===== src/rtl/issue_unit.sv =====
// Dual-issue hazard unit. Sits between the decode/issue register and execute.
// Each cycle it decides which of the two slots go forward, zeroes the rest,
// and asks the frontend to hold when a slot still has to be issued later.
// Load-use hazards are tracked with a one-entry tag naming the destination
// of the youngest load that went forward on the previous advancing edge.

// Per-slot output gate: a slot that is not forwarded becomes an all-zero NOP.
module issue_slot #(
  parameter int CTRL_W = 16
) (
  input  logic              i_fwd,
  input  logic [31:0]       i_inst,
  input  logic [CTRL_W-1:0] i_ctrl,
  input  logic              i_pred,
  input  logic [31:0]       i_tgt,
  output logic [31:0]       o_inst,
  output logic [CTRL_W-1:0] o_ctrl,
  output logic              o_pred,
  output logic [31:0]       o_tgt
);
  assign o_inst = i_fwd ? i_inst : '0;
  assign o_ctrl = i_fwd ? i_ctrl : '0;
  assign o_pred = i_fwd & i_pred;
  assign o_tgt  = i_fwd ? i_tgt  : '0;
endmodule

module issue_unit #(
  parameter int CTRL_W = 16
) (
  input  logic              clock_i,
  input  logic              reset_i,
  input  logic [31:0]       inst0_i,
  input  logic [31:0]       inst1_i,
  input  logic [CTRL_W-1:0] ctrl0_i,
  input  logic [CTRL_W-1:0] ctrl1_i,
  input  logic              pred_0_i,
  input  logic              pred_1_i,
  input  logic [31:0]       pred_tgt_0_i,
  input  logic [31:0]       pred_tgt_1_i,
  input  logic              rd_we0_i,
  input  logic              rd_we1_i,
  input  logic              use_rs1_0_i,
  input  logic              use_rs2_0_i,
  input  logic              use_rs1_1_i,
  input  logic              use_rs2_1_i,
  input  logic              mem0_i,
  input  logic              mem1_i,
  input  logic              load0_i,
  input  logic              load1_i,
  input  logic              backend_we_i,
  input  logic              flush_i,
  output logic [31:0]       issued_inst0_o,
  output logic [31:0]       issued_inst1_o,
  output logic [CTRL_W-1:0] issued_ctrl0_o,
  output logic [CTRL_W-1:0] issued_ctrl1_o,
  output logic              issued_pred_0_o,
  output logic              issued_pred_1_o,
  output logic [31:0]       issued_pred_tgt_0_o,
  output logic [31:0]       issued_pred_tgt_1_o,
  output logic              hold_o
);
  localparam int NUM_SLOTS = 2;

  typedef enum logic [1:0] {S_PAIR, S_SECOND, S_BUBBLE} state_t;

  state_t     r_state, w_next;
  logic       r_tag_vld, w_tag_vld_nx;
  logic [4:0] r_tag_rd, w_tag_rd_nx;
  // Set when a BUBBLE was entered from SECOND, so slot 1 still owes an issue.
  logic       r_ret_second, w_ret_nx;

  logic [NUM_SLOTS-1:0]             w_fwd;
  logic                             w_hold;
  logic [4:0] w_rd0, w_rs1_0, w_rs2_0, w_rd1, w_rs1_1, w_rs2_1;
  logic       w_raw, w_waw, w_conflict, w_lu0, w_lu1;

  assign w_rd0   = inst0_i[11:7];
  assign w_rs1_0 = inst0_i[19:15];
  assign w_rs2_0 = inst0_i[24:20];
  assign w_rd1   = inst1_i[11:7];
  assign w_rs1_1 = inst1_i[19:15];
  assign w_rs2_1 = inst1_i[24:20];

  // Intra-pair hazards; x0 never creates a dependency.
  assign w_raw = rd_we0_i && (w_rd0 != 5'd0) &&
                 ((use_rs1_1_i && (w_rs1_1 == w_rd0)) ||
                  (use_rs2_1_i && (w_rs2_1 == w_rd0)));
  assign w_waw = rd_we0_i && rd_we1_i && (w_rd0 != 5'd0) && (w_rd0 == w_rd1);
  assign w_conflict = w_raw || w_waw || (mem0_i && mem1_i) || pred_0_i;

  // Load-use against the load tag, per slot.
  assign w_lu0 = r_tag_vld &&
                 ((use_rs1_0_i && (w_rs1_0 != 5'd0) && (w_rs1_0 == r_tag_rd)) ||
                  (use_rs2_0_i && (w_rs2_0 != 5'd0) && (w_rs2_0 == r_tag_rd)));
  assign w_lu1 = r_tag_vld &&
                 ((use_rs1_1_i && (w_rs1_1 != 5'd0) && (w_rs1_1 == r_tag_rd)) ||
                  (use_rs2_1_i && (w_rs2_1 != 5'd0) && (w_rs2_1 == r_tag_rd)));

  // Issue decision, next state and the next load tag.
  always_comb begin
    w_fwd    = '0;
    w_hold   = 1'b0;
    w_next   = r_state;
    w_ret_nx = r_ret_second;
    unique case (r_state)
      S_PAIR: begin
        if (w_lu0 || w_lu1) begin
          w_hold   = 1'b1;
          w_next   = S_BUBBLE;
          w_ret_nx = 1'b0;
        end else if (w_conflict) begin
          w_fwd[0] = 1'b1;
          // A predicted-taken slot 0 makes slot 1 wrong-path: drop it outright.
          if (!pred_0_i) begin
            w_hold = 1'b1;
            w_next = S_SECOND;
          end
        end else begin
          w_fwd = '1;
        end
      end
      S_SECOND: begin
        if (w_lu1) begin
          w_hold   = 1'b1;
          w_next   = S_BUBBLE;
          w_ret_nx = 1'b1;
        end else begin
          w_fwd[1] = 1'b1;
          w_next   = S_PAIR;
        end
      end
      S_BUBBLE: begin
        w_next   = r_ret_second ? S_SECOND : S_PAIR;
        w_ret_nx = 1'b0;
      end
      default: w_next = S_PAIR;
    endcase
    // While in reset the unit behaves as an unhindered pair.
    if (reset_i) begin
      w_fwd  = '1;
      w_hold = 1'b0;
    end
    if (flush_i) w_hold = 1'b0;
    // Youngest forwarded load wins; nothing forwarded clears the tag.
    w_tag_vld_nx = 1'b0;
    w_tag_rd_nx  = 5'd0;
    if (w_fwd[1] && load1_i && (w_rd1 != 5'd0)) begin
      w_tag_vld_nx = 1'b1;
      w_tag_rd_nx  = w_rd1;
    end else if (w_fwd[0] && load0_i && (w_rd0 != 5'd0)) begin
      w_tag_vld_nx = 1'b1;
      w_tag_rd_nx  = w_rd0;
    end
  end

  // State and load tag advance only with the backend; flush overrides.
  always_ff @(posedge clock_i or posedge reset_i) begin
    if (reset_i) begin
      r_state      <= S_PAIR;
      r_tag_vld    <= 1'b0;
      r_tag_rd     <= 5'd0;
      r_ret_second <= 1'b0;
    end else if (flush_i) begin
      r_state      <= S_PAIR;
      r_tag_vld    <= 1'b0;
      r_tag_rd     <= 5'd0;
      r_ret_second <= 1'b0;
    end else if (backend_we_i) begin
      r_state      <= w_next;
      r_tag_vld    <= w_tag_vld_nx;
      r_tag_rd     <= w_tag_rd_nx;
      r_ret_second <= w_ret_nx;
    end
  end

  logic [NUM_SLOTS-1:0][31:0]       w_inst, w_tgt, w_oinst, w_otgt;
  logic [NUM_SLOTS-1:0][CTRL_W-1:0] w_ctrl, w_octrl;
  logic [NUM_SLOTS-1:0]             w_pred, w_opred;

  assign w_inst = {inst1_i, inst0_i};
  assign w_tgt  = {pred_tgt_1_i, pred_tgt_0_i};
  assign w_ctrl = {ctrl1_i, ctrl0_i};
  assign w_pred = {pred_1_i, pred_0_i};

  for (genvar g = 0; g < NUM_SLOTS; g++) begin : g_slot
    issue_slot #(.CTRL_W(CTRL_W)) u_slot (
      .i_fwd  (w_fwd[g]),
      .i_inst (w_inst[g]),
      .i_ctrl (w_ctrl[g]),
      .i_pred (w_pred[g]),
      .i_tgt  (w_tgt[g]),
      .o_inst (w_oinst[g]),
      .o_ctrl (w_octrl[g]),
      .o_pred (w_opred[g]),
      .o_tgt  (w_otgt[g])
    );
  end

  assign issued_inst0_o      = w_oinst[0];
  assign issued_inst1_o      = w_oinst[1];
  assign issued_ctrl0_o      = w_octrl[0];
  assign issued_ctrl1_o      = w_octrl[1];
  assign issued_pred_0_o     = w_opred[0];
  assign issued_pred_1_o     = w_opred[1];
  assign issued_pred_tgt_0_o = w_otgt[0];
  assign issued_pred_tgt_1_o = w_otgt[1];
  assign hold_o              = w_hold;
endmodule


===== config.mk =====
export PLATFORM = sky130hd
export DESIGN_NAME = issue_unit
export DESIGN_NICKNAME = d
export VERILOG_FILES = /design/src/rtl/issue_unit.sv
export SDC_FILE = /design/constraint.sdc
export NUM_CORES = 1
export LEC_CHECK = 0
export ABC_AREA = 1
export CORE_AREA = 2 2 132 134
export CTS_CLUSTER_SIZE = 12
export DETAILED_ROUTE_END_ITERATION = 10
export DIE_AREA = 0 0 134 136
export GPL_TIMING_DRIVEN = 0
export RECOVER_POWER = 25
export SLEW_MARGIN = 30
export SYNTH_ARGS = -nofsm -noshare
export SYNTH_HDL_FRONTEND = slang
export SYNTH_SLANG_ARGS = --single-unit

===== constraint.sdc =====
create_clock -name clock_i -period 1.93 [get_ports clock_i]
set_input_delay 0.386 -clock clock_i [delete_from_list [all_inputs] [get_ports clock_i]]
set_output_delay 0.386 -clock clock_i [all_outputs]
set_load 0.05 [all_outputs]

== Word-level counts from Yosys, hierarchy flattened ==
Cells that the tools add are included.
Cells by class
  eq/ne operators: 13
  muxes and demuxes: 40
  reductions and logical operators: 40
  bitwise gates (word level): 2
Operators with widths (number)
  32-bit 2-to-1 mux: 4
  5-bit equality test: 7
  16-bit 2-to-1 mux: 2
  5-bit nonzero test: 6
  1-bit logical AND: 22
  5-bit 2-to-1 mux: 4
  1-bit 2-to-1 mux: 18
  2-bit 2-to-1 mux: 8
  4-bit != test (second input constant): 2
  1-bit logical OR: 7
  3-bit != test (second input constant): 2
  2-bit one-hot mux with 3 select lines: 1
  1-bit one-hot mux with 2 select lines: 2
  4-bit AND reduction: 1
  4-bit nonzero test: 1
  1-bit one-hot mux with 3 select lines: 1
  3-bit AND reduction: 1
  1-bit AND: 2
  2-bit by 1-bit equality test with 1-bit output (second input constant): 1
  2-bit equality test (second input constant): 1
  2-bit zero test: 1
  2-bit nonzero test: 1
Storage, ports and cells
  logic and storage cells: 99
  bits of input ports: 176
  flip-flop bits (word level): 9

== Longest topological paths before layout ==
  depth after elaboration: 17
  gate-level depth with buffers: 16
  mapped depth without buffers: 15

== Hierarchy ==
A second synthesis with hierarchy kept.
Unflattened totals
  cell total of the unflattened synthesis: 601
  area total of the unflattened synthesis: 2737.6 sq um
By module, submodules not included
  issue_slot: cells an instance 171, area each 709.4 sq um, seq. area each 0.0 sq um, instances 2
  issue_unit: cells an instance 259, area each 1318.8 sq um, seq. area each 225.2 sq um, instances 1

== Least setup slack after synthesis ==
OpenSTA, ideal clock, no wires.
  path type: reg2out
  start: reg r_tag_rd[0]
  end: out issued_ctrl0_o[0]
  path buffers: 2
  required time: 1.544 ns
  path slack: -0.645 ns
  stages on the path, launching flop included: 14
  data arrival time: 2.189 ns
  path through: dfrtp_1 -> buf_2 -> nor2_1 -> nand3_1 -> a21oi_1 -> nor2_1 -> nor2_1 -> nand2_1 -> nand2_2 -> nand2_1 -> nand2_2 -> inv_2 -> buf_6 -> nor2_1
On the way
  longest elaborated chain between the ends: 9
Ends and longest elaborated chain
  start: declaration: line 68  | logic [4:0] r_tag_rd, w_tag_rd_nx;
  start signal: assignment: line 171  | r_tag_rd <= w_tag_rd_nx;
  5-bit equality test, on equally long branches
  1-bit logical AND, on equally long branches
  1-bit logical OR, on equally long branches: line 93, 96
  1-bit logical AND, on equally long branches: line 92, 95
  1-bit logical OR (*): line 107  | if (w_lu0 || w_lu1) begin
  2-bit 2-to-1 mux (*): line 107
  1-bit 2-to-1 mux (*): line 105  | unique case (r_state)
  2-bit 2-to-1 mux (*): line 139  | if (reset_i) begin
  16-bit 2-to-1 mux (*): line 22  | assign o_ctrl = i_fwd ? i_ctrl : '0;
  end: declaration: line 54  | output logic [CTRL_W-1:0] issued_ctrl0_o,
Mark *: on every way between the ends. The rest lies on a longest branch, timed or not.

== Final worst setup path ==
  start: reg r_tag_rd[1]
  end: out issued_pred_tgt_1_o[17]
On the way
  longest elaborated chain between the ends: 9
Ends and longest elaborated chain
  5-bit equality test, on equally long branches
  1-bit logical AND, on equally long branches
  1-bit logical OR, on equally long branches: line 93, 96
  1-bit logical AND, on equally long branches: line 92, 95
  1-bit logical OR: line 107
  2-bit 2-to-1 mux: line 107
  1-bit one-hot mux with 2 select lines (*): line 105
  2-bit 2-to-1 mux (*): line 139
  32-bit 2-to-1 mux (*): line 24  | assign o_tgt = i_fwd ? i_tgt : '0;
  end: declaration: line 59  | output logic [31:0] issued_pred_tgt_1_o,
Marked as above.

==> results.json <==
{
  "drive_above_1_share": 0.5386,
  "rr_endpoint": "r_tag_rd[3]",
  "ant_nets": 0,
  "clock-sinks": 9,
  "switching_share": 0.5517,
  "synthTopCellsByArea": "nand2_1, inv_1, nor2_1",
  "syn_nets": 768,
  "post-place-ws_ns": -2.040,
  "synth_cells": 592,
  "worstPathArrival_ns": 2.35,
  "fin_worst_skew_ns": 0.003105,
  "worst_setup_path_end_kind": "output pin",
  "io_buffers": 337,
  "finalPower_mw": 6.290,
  "fin_hold_ws_ns": 0.5008,
  "p_per_area_nw_per_um2": 707.4,
  "cp_cell_sequence": "buf_6 -> nand2_4 -> a21oi_2 -> nand2_1 -> nor2_2 -> buf_4 -> o21ai_4 -> nand3_2 -> nand3_4 -> buf_12 -> clkbuf_16 -> nand2_2 -> clkinvlp_4 -> buf_6",
  "finalWorstSetupSlack_ns": -0.8057,
  "r2r_slack_ns": -0.33,
  "violations": "negative setup slack",
  "placedInstanceArea_um2": 6746,
  "syn_to_final_growth_pct": 238.4,
  "std_cell_rows": 48,
  "grt_first_pass_wirelength_um": 22680,
  "gp_congestion": 0.8281,
  "path_clk_slew_ns": 0.04,
  "worst-path-buf-inv": 6,
  "antenna_found_initial": 1,
  "finalSetupViolCount": 169,
  "hold_buffers": 0,
  "finalMaxSlewViolations": 0,
  "critPathMostFrequentCell": "buf_6",
  "crit-reg2reg-launch": "r_tag_rd[2]",
  "cpPeakStageDelay_ns": 0.47,
  "fin_crit_sh": 1.417,
  "worst_pin_slew_ns": 0.6176,
  "fin_cells": 1197,
  "first_global_vias": 4275,
  "via_per_inst": 3.939,
  "ys_ff_latch": 9,
  "cts_buffer_depth": 2,
  "synthMuxAreaShare": 0,
  "post-route-min-period_ns": 2.736,
  "hpwl_um": 12230,
  "synth_top_family_by_area": "simple AND/OR/NAND/NOR gates",
  "async_flop_share": 1.000,
  "drt_iter0_markers": 162,
  "post_drt_wl_per_cell_um": 14.15,
  "path_class": "reg2out",
  "fill_cells": 1565,
  "peakVddDrop_mv": 0.3525,
  "critPathTopFamily": "buffers and inverters",
  "min_path_cells": 1,
  "r2r_cells": 16,
  "yosysTopAreaCell": "nand2_1",
  "dieArea_um2": 18220,
  "avgSynthCellArea_um2": 4.438,
  "slew_headroom": 0.5878,
  "synth_edf_count": 0,
  "clockPowerShare": 0.059,
  "fin_nets": 1148,
  "num_vias": 4715,
  "clock-root-buffer": "clkbuf_16",
  "critPathSlowestCell": "dfrtp_2",
  "whs_endpoint": "r_ret_second",
  "pwr-share-comb": 0.900,
  "synth-main-ff-cell": "dfrtp_1",
  "yosysUniqueCellTypes": 19,
  "ys_seq_area_frac": 0.08571,
  "drtPass1Iterations": 4,
  "ff_latch_area_um2": 229.0,
  "critPathLaunchType": "flip-flop",
  "holdCritStartpoint": "r_ret_second",
  "grt_max_degree": 13,
  "insertion_delay_ns": 0.24,
  "grt_use_total": 0.1554,
  "hold_viol_final": 0,
  "status": "complete, but fails checks",
  "core_um2": 16880,
  "cts_tree": "yes",
  "ys_warn_count": 0,
  "worstPathRequired_ns": 1.54,
  "start_util": 0.1557,
  "internal_power_mw": 2.820,
  "syn_area_um2": 2628,
  "gr-total-overflow": 0,
  "cp_max_fo": 8,
  "drc": 0,
  "leakage_nw": 4.375,
  "synth-compound-area-share": 0.04381,
  "synth_top_area_frac": 0.2771,
  "io_pins": 339,
  "synth_xor_area_frac": 0.01000,
  "max_cap_viol_count": 0,
  "fmax_mhz": 365.5,
  "die_w_um": 134,
  "rsz0062_at_grt": "true",
  "synthSimpleGateAreaFrac": 0.5133,
  "numCtsBuffers": 3,
  "wl_um": 16940,
  "hold_class": "reg2reg",
  "design_area_um2": 8892,
  "dp_cells": 1154,
  "die_h_um": 136,
  "p_seq_frac": 0.041,
  "h-tree-depth": 1,
  "p_sw_mw": 3.471,
  "multi_input_area_um2": 2725,
  "synthAdderAreaFrac": 0
}
-- power by group through the flow --
stage               registers, mW  clock network (mW)  logic (mW)
floorplan                   0.240                   0        2.74
global placement            0.251                   0        4.20
detailed placement          0.252                   0        4.21
CTS                         0.252               0.380        4.52
global route                0.263               0.389        5.91
finish                      0.259               0.372        5.66
-- worst reg2reg max path, cell delays in order (launching register included) --
cell     delay, ns
dfrtp_2       0.47
inv_4         0.12
nand2_2       0.05
o21ai_1       0.08
inv_1         0.06
nand3_2       0.09
nor2_4        0.05
buf_6         0.12
o21ai_4       0.17
nand3_2       0.12
nand3_4       0.15
buf_12        0.18
buf_4         0.14
buf_4         0.12
nand3_1       0.07
nand3_1       0.10
nand2_1       0.06
-- final cells by class --
class | count | share of cell area
repair buffers | 374 | 0.4802
diodes | 1 | 0.0002814
clock buffers | 4 | 0.008864
plain buffers | 18 | 0.03616
inverters | 196 | 0.1069
multi-input cells | 368 | 0.3065
well taps | 225 | 0.03166
flip-flops and latches | 9 | 0.02575
repair inverters | 2 | 0.003658
-- cells in the final DEF (no fill, tap or decap), types with 11 or more instances in the layout --
master	instances
buf_8	61
inv_1	107
buf_6	105
buf_12	14
inv_4	11
clkdlybuf4s50_1	142
nand2_4	57
nand2_1	102
nor2_4	83
nand3_1	23
nand2_2	36
clkinvlp_4	43
buf_4	24
clkbuf_16	14
nor2_1	22
dlygate4sd2_1	19
inv_2	34
-- cells by family after synthesis --
family,after synthesis
flip-flops,9
AO/OA/AOI/OAI,21
buffers and inverters,215
XOR/XNOR,3
AND/OR/NAND/NOR,344
-- cell usage after synthesis, types with 2 or more instances --
| master | n |
|---|---|
| buf_2 | 6 |
| nand4_1 | 5 |
| inv_1 | 186 |
| nand2_2 | 2 |
| o21ai_0 | 10 |
| nand3_1 | 27 |
| buf_6 | 13 |
| inv_2 | 10 |
| dfrtp_1 | 9 |
| nor2_1 | 115 |
| xnor2_1 | 3 |
| nand2_1 | 194 |
| a21oi_1 | 5 |
| o21ai_1 | 2 |
-- layer usage --
layer	track usage	wire, µm	vias up
li1	-	-	2413
met4	0.02896	348	0
met3	0.03318	1016	28
met1	0.1896	6382	2121
met2	0.2823	9188	153
met5	0	0	-
-- registers in the layout (all words and copies together) (netlist names) --
name and count:
r_state 2, r_ret_second 1, r_tag_rd 5, r_tag_vld 1
-- metrics by stage --
stage / setup TNS (ns) / utilization
CTS: -120.74 / 0.4213
global route: -138.44 / 0.5269
detailed placement: -283.62 / 0.3998
global placement: -283.16 / 0.3998
floorplan: -57.45 / -
finish: -116.68 / 0.5269
-- worst max path at each step --
stage	cells past startpoint	slack [ns]	to	start
2_1_floorplan	13	-0.50	issued_ctrl0_o[11]	r_tag_rd[0]
3_3_place_gp	15	-2.04	issued_inst1_o[5]	inst0_i[10]
3_5_place_dp	17	-2.04	issued_inst1_o[5]	inst0_i[10]
4_1_cts	16	-0.81	issued_inst1_o[5]	r_tag_rd[1]
5_1_grt	16	-0.94	issued_inst1_o[9]	r_tag_rd[4]
6_report	14	-0.81	issued_pred_tgt_1_o[17]	r_tag_rd[1]
-- repair_timing --
| item | CTS | global route |
|---|---|---|
| resized for setup | 1171 | 450 |
| gates cloned | 2 | 14 |
| setup buffers | 11 | 12 |
| pin swaps | 12 | 31 |
| setup endpoints to repair | 171 | 171 |
(Power assumes the default switching activity.)
